### config.mk
export PLATFORM = sky130hd
export DESIGN_NAME = bus_master_port
export DESIGN_NICKNAME = d
export VERILOG_FILES = /design/src/rtl/bus_master_port.sv
export SDC_FILE = /design/constraint.sdc
export NUM_CORES = 1
export LEC_CHECK = 0
export ABC_CLOCK_PERIOD_IN_PS = 2000
export BUFFER_PORTS_ARGS = -buffer_cell sky130_fd_sc_hd__buf_2
export CAP_MARGIN = 20
export CORE_AREA = 2 2 64 66
export DETAILED_ROUTE_END_ITERATION = 6
export DIE_AREA = 0 0 66 68
export GPL_TIMING_DRIVEN = 1
export PLACE_DENSITY = 0.68
export SETUP_SLACK_MARGIN = 0.15
export SLEW_MARGIN = 20
export SYNTH_ARGS = -nofsm -noshare
export SYNTH_HDL_FRONTEND = slang
export SYNTH_SLANG_ARGS = --single-unit
### constraint.sdc
create_clock -name clk -period 2 [get_ports clk]
set_input_delay 0.4 -clock clk [delete_from_list [all_inputs] [get_ports clk]]
set_output_delay 0.4 -clock clk [all_outputs]
set_load 0.03 [all_outputs]
### src/rtl/bus_master_port.sv
// bus_master_port: bus requester that waits for its grant, runs the address/data handshake and reports completion; BMP_TIMEOUT_EN adds an abort timer
module bus_master_port #(
  parameter logic [1:0] MASTER_ID = 2'b11,
  parameter int ADDR_W = 12,
  parameter int DATA_W = 8,
  parameter int TIMEOUT_CYCLES = 255
) (
  input  logic              clk,
  input  logic              rstn,
  input  logic              start,
  input  logic              mode,
  input  logic [ADDR_W-1:0] addr,
  input  logic [DATA_W-1:0] wdata,
  output logic [DATA_W-1:0] rdata,
  output logic              done,
  output logic              err,
  output logic              busy,
  output logic              breq,
  input  logic [1:0]        bgrant,
  output logic              m_valid,
  output logic              m_mode,
  output logic [ADDR_W-1:0] m_addr,
  output logic [DATA_W-1:0] m_wdata,
  input  logic              s_ready,
  input  logic              s_rvalid,
  input  logic [DATA_W-1:0] s_rdata
);
  typedef enum logic [2:0] {S_IDLE, S_REQ, S_ADDR, S_RDATA, S_DONE} state_t;
  state_t state_q, state_d;
  logic [DATA_W-1:0] rdata_q, rdata_d, m_wdata_q, m_wdata_d;
  logic [ADDR_W-1:0] m_addr_q, m_addr_d;
  logic done_q, done_d, err_q, err_d, busy_q, busy_d, breq_q, breq_d;
  logic m_valid_q, m_valid_d, m_mode_q, m_mode_d;
  logic granted;
  assign granted = bgrant == MASTER_ID;
`ifdef BMP_TIMEOUT_EN
  localparam int CNT_W = ($clog2(TIMEOUT_CYCLES + 1) > 8) ? $clog2(TIMEOUT_CYCLES + 1) : 8;
  logic [CNT_W-1:0] cnt_q, cnt_d;
  logic active;
  assign active = state_q inside {S_REQ, S_ADDR, S_RDATA};
  // Abort timer: cleared when a command is accepted, runs while the transfer is in flight
  always_ff @(posedge clk or negedge rstn)
    if (!rstn) cnt_q <= '0;
    else cnt_q <= cnt_d;
`else
  logic unused_timeout;
  assign unused_timeout = |TIMEOUT_CYCLES;
`endif
  // Next-state and next-output logic; DONE markers are derived from the next state so all paths into DONE agree
  always_comb begin
    state_d = state_q;
    rdata_d = rdata_q;
    done_d = 1'b0;
    err_d = 1'b0;
    busy_d = busy_q;
    breq_d = breq_q;
    m_valid_d = m_valid_q;
    m_mode_d = m_mode_q;
    m_addr_d = m_addr_q;
    m_wdata_d = m_wdata_q;
    case (state_q)
      S_IDLE: if (start) begin
        m_mode_d = mode;
        m_addr_d = addr;
        m_wdata_d = wdata;
        busy_d = 1'b1;
        breq_d = 1'b1;
        state_d = S_REQ;
      end
      S_REQ: if (granted) begin
        m_valid_d = 1'b1;
        state_d = S_ADDR;
      end
      S_ADDR: if (s_ready) begin
        m_valid_d = 1'b0;
        state_d = m_mode_q ? S_DONE : S_RDATA;
      end else if (!granted) begin
        m_valid_d = 1'b0;
        state_d = S_REQ;
      end
      S_RDATA: if (s_rvalid) begin
        rdata_d = s_rdata;
        state_d = S_DONE;
      end
      default: state_d = S_IDLE;
    endcase
`ifdef BMP_TIMEOUT_EN
    cnt_d = (state_q == S_IDLE && start) ? '0 : cnt_q;
    if (active && cnt_q == CNT_W'(TIMEOUT_CYCLES)) begin
      state_d = S_DONE;
      err_d = 1'b1;
      m_valid_d = 1'b0;
      rdata_d = rdata_q;
    end else if (active) begin
      cnt_d = cnt_q + CNT_W'(1);
    end
`endif
    if (state_d == S_DONE) begin
      done_d = 1'b1;
      busy_d = 1'b0;
      breq_d = 1'b0;
    end
  end
  // State and registered outputs, all cleared asynchronously
  always_ff @(posedge clk or negedge rstn)
    if (!rstn) begin
      state_q <= S_IDLE;
      rdata_q <= '0;
      done_q <= 1'b0;
      err_q <= 1'b0;
      busy_q <= 1'b0;
      breq_q <= 1'b0;
      m_valid_q <= 1'b0;
      m_mode_q <= 1'b0;
      m_addr_q <= '0;
      m_wdata_q <= '0;
    end else begin
      state_q <= state_d;
      rdata_q <= rdata_d;
      done_q <= done_d;
      err_q <= err_d;
      busy_q <= busy_d;
      breq_q <= breq_d;
      m_valid_q <= m_valid_d;
      m_mode_q <= m_mode_d;
      m_addr_q <= m_addr_d;
      m_wdata_q <= m_wdata_d;
    end
  assign rdata = rdata_q;
  assign done = done_q;
  assign err = err_q;
  assign busy = busy_q;
  assign breq = breq_q;
  assign m_valid = m_valid_q;
  assign m_mode = m_mode_q;
  assign m_addr = m_addr_q;
  assign m_wdata = m_wdata_q;
endmodule

Word level (Yosys, flattened, before mapping):

Index checks and enable logic that the tools add are counted.

* register bits after elaboration: 35
* input port bits: 36
* output and inout port bits: 34

* equality and inequality tests: 7
* muxes and demuxes: 15
* reductions and logical operators: 8

Operators by type and width (count)
* two-way mux 3 bit: 6
* one-hot mux 3 bit (4 select lines): 1
* two-way mux 1 bit: 7
* equality test 3 x 2 -> 1 bit, second input constant: 2
* AND reduction 2 bit: 3
* nonzero test 2 bit: 3
* equality test 3 x 1 -> 1 bit, second input constant: 1
* equality test 3 bit, second input constant: 1
* logical NOT 3 bit: 1
* inequality test 3 bit, second input constant: 1
* AND reduction 3 bit: 1
* equality test 2 bit, second input constant: 1
* inequality test 2 bit, second input constant: 1
* one-hot mux 1 bit (2 select lines): 1

Longest topological paths before layout:

* word-level depth: 7
* mapped depth: 4

Worst setup path before layout:

OpenSTA, ideal clock, no wires.

* kind: flip-flop to flip-flop
* start: register state_q[2]
* end: register m_addr_q[10] (netlist: m_addr[10])
* data arrival time: 1.345 ns
* data required time: 1.875 ns
* path slack: 0.530 ns
* stages on the path, launching flop included: 4
* buffers on the path: 1
* period minus slack after synthesis: 1.470 ns
* cells stage by stage: dfrtp_1 > nor4b_4 > buf_4 > mux2_2

* longest elaborated chain between the ends: 2

RTL lines
* start: declaration: line 29 `state_t state_q, state_d;`
* start signal: assignment: line 118 `state_q <= state_d;`
* logical NOT 3 bit: line 61 `case (state_q)`
* AND reduction 2 bit (no line)
* end signal: assignment: line 126 `m_addr_q <= m_addr_d;`
* end: declaration: line 31 `logic [ADDR_W-1:0] m_addr_q, m_addr_d;`

No other way between the ends.
A chain may end at the register's enable or synchronous reset.

Final worst setup path:

* start: register state_q[2]
* end: register rdata_q[1] (netlist: rdata[1])

* longest elaborated chain between the ends: 2

RTL lines
* equality test 3 x 2 -> 1 bit: line 61
* AND reduction 2 bit (no line)
* end signal: assignment: line 119 `rdata_q <= rdata_d;`
* end: declaration: line 30 `logic [DATA_W-1:0] rdata_q, rdata_d, m_wdata_q, m_wdata_d;`

No other way between the ends.

==> metrics.md <==
| Metric | Value |
|---|---|
| Worst slack on hold paths | `0.189 ns` |
| Slew @ Worst Pin | `between 0.7 and 0.8 ns` |
| Detailed-route vias per instance | `roughly 4.7` |
| Class of the tightest hold or removal check | `input pin to asynchronous set/reset pin` |
| TritonCTS Buffers | `5` |
| Antenna violations before repair | `0` |
| Netlist cell types | `23` |
| Overall power | `3.50 mW` |
| Setup TNS Final | `0 ns` |
| Synth Flop Type | `dfrtp_1` |
| Initial Util | `37.4%` |
| Die Span X | `roughly 66 um` |
| First-pass GRT wire length | `4.50 mm` |
| Avg WL per Cell | `approximately 13 um` |
| RSZ-0062 raised after global routing | `false` |
| Crit Path Class | `flip-flop to flip-flop` |
| Syn Inst Count | `94` |
| Fmax | `631 MHz` |
| Worst path depth | `3` |
| Leak | `about 0.96 nW` |
| Post-CTS Resized | `0` |
| Crit path time final | `1.58 ns` |
| Setup Skew | `0.00453 ns` |
| Critical Path Source | `state_q[2]` |
| Hpwl dp | `2.12 mm` |
| Number of synthesized flops with an enable pin | `0` |
| Syn Area/Cell | `15.3 um^2` |
| DRC viols | `0` |
| Sinks on Clock Net | `35` |
| Hold violation total from the final report | `0` |
| Max Transition Viols Final | `0` |
| Ys Warns | `0` |
| Pin count of the biggest net entering global routing | `36` |
| Setup repair bufs after CTS | `0` |
| Part of the cycle the worst path needs | `between 70% and 80%` |
| WL final | `approximately 2.8 mm` |
| CTS Hold Bufs | `0` |
| Vias in the first global route | `966` |
| Total GRT Usage | `between 10% and 20%` |
| Vias | `between 1,000 and 1,500` |
| Root Buffer | `clkbuf_8` |
| Critical path's largest stage delay | `0.45 ns` |
| Setup violators final | `0` |
| Synth Register Bits | `35` |
| Reg2reg start | `state_q[2]` |
| Initial DRC Count | `12` |
| Peak supply drop | `800 uV` |
| DRT antenna net count | `0` |
| Total core area | `slightly below 4000 um^2` |
| Setup crit end kind | `flip-flop` |
| Buf/Inv on CP | `0` |
| Buffers on Ports | `68` |
| Critical Path Slowest Stage Cell | `dfrtp_1` |
| Synthesized cell area | `1440 um^2` |
| CP delay by family, top | `simple AND/OR/NAND/NOR gates` |
| Share of cells above drive strength 1 | `63.9%` |
| CTS clock-pin slew for the worst setup and hold paths | `0.07 ns` |
| Skew-Pair Late Insertion Delay | `0.27 ns` |
| Die height | `68 um` |
| CTS tree | `yes` |
| H-tree level count | `2` |
| Slew headroom | `49.9%` |
| FP Rows | `23` |
| Placed Area | `1810 um^2` |
| Startpoint Class | `flip-flop` |
| Max_cap viols | `0` |
| Status | `finished clean` |
| Register area share after synthesis | `60.8%` |
| DIE AREA | `4490 um^2` |
| Max Root-Sink Buffers | `2` |
| Synth Net Count | `130` |
| Asr flop ratio synth | `100%` |
| Critical path required time | `between 2 and 2.5 ns` |
| # IOs | `70` |
| Cells along the critical path | `nand2b_1 > or2_1 > mux2_4` |
| Drt pass-1 iters | `4` |
| CP Max Fanout | `8` |
| Remaining Overflow, GRT | `0` |
| Placer Congestion | `0.646` |
| Pwr dens | `1830 nW/um^2` |
| Fin nets | `201` |
| Post-route cell area | `around 1900 um^2` |
| R2r worst-path depth | `3` |
| Crit path DAT | `1.74 ns` |
| Synthesis-to-layout area growth | `32.6%` |
| Antenna diode count | `0` |
-- cell families (layout without fill, tap and decap cells) --
family	count (synthesis)	in the layout	share of synthesized area (%)
DFF	35	35	60.8
and+or+nand+nor	15	15	7.64
muxes	29	29	24.7
buffers and inverters	5	77	2.86
other	1	1	0.260
AOI/OAI and AO/OA	9	9	3.73
-- layer usage --
| metal | GRT usage (%) | wire (um) |
|---|---|---|
| met1 | 16.9 | 1200 |
| met2 | 21.6 | 1440 |
| met3 | 3.78 | 173 |
| met4 | 5.10 | 13 |
| met5 | 0 | 0 |
-- path summary, 6_finish.rpt --
kind,end,slack [ns]
setup / recovery,rdata[1],0.42
hold / removal,breq,0.19
setup reg to reg,rdata[1],0.42
hold reg to reg,m_wdata[6],0.48
max in group asynchronous,m_addr[6],1.33
min in group clk,m_wdata[6],0.35
-- where the power goes --
part           internal (mW)  total [mW]  switching [mW]
registers               1.05        1.27           0.216
logic                  0.669        1.69            1.02
clock network          0.314       0.540           0.226
-- metrics by stage --
stage / utilization, % / std cells / setup WS [ns]
floorplan: - / 94 / 0.530
finish: 49.5 / 216 / 0.416
CTS: 49.5 / 216 / 0.409
global placement: 46.9 / 208 / 0.496
detailed placement: 46.9 / 208 / 0.420
global route: 49.5 / 216 / 0.324
-- flip-flops by register name, summed over array words and instances (netlist names) --
register	cells
done	1
rdata	8
m_addr	12
m_mode	1
m_valid	1
m_wdata	8
state_q	3
breq	1
-- cell usage in the layout, fill, tap and decap left out, drive strengths merged --
cell type  instances
or2                1
a211o              1
nor2               2
a31oi              2
mux2              29
nor2b              2
nand2b             1
nor3               2
o21ai              2
nand3b             2
buf               69
conb               1
o31ai              1
clkbuf             8
nor4b              1
a21oi              3
nand2              2
dfrtp             35
and4b              1
and3b              1
-- cell usage after synthesis (all sizes together) (2+ instances only) --
cell type / n / share of area, %
mux2: 29 / 25
o21ai: 2 / 0.69
nor2b: 2 / 0.87
a31oi: 2 / 0.87
nand3b: 2 / 1.0
nor3: 2 / 0.69
nor2: 2 / 0.52
buf: 5 / 2.9
a21oi: 3 / 1.0
nand2: 2 / 0.69
dfrtp: 35 / 61
-- cell type report --
cell class	count	area (um^2)
clock buffers	8	100
fillers	358	1950
multi-input cells	54	524
flip-flops and latches	35	876
well taps	50	62.6
repair buffers	69	348
Note: power is estimated with default switching activity, not from simulation.
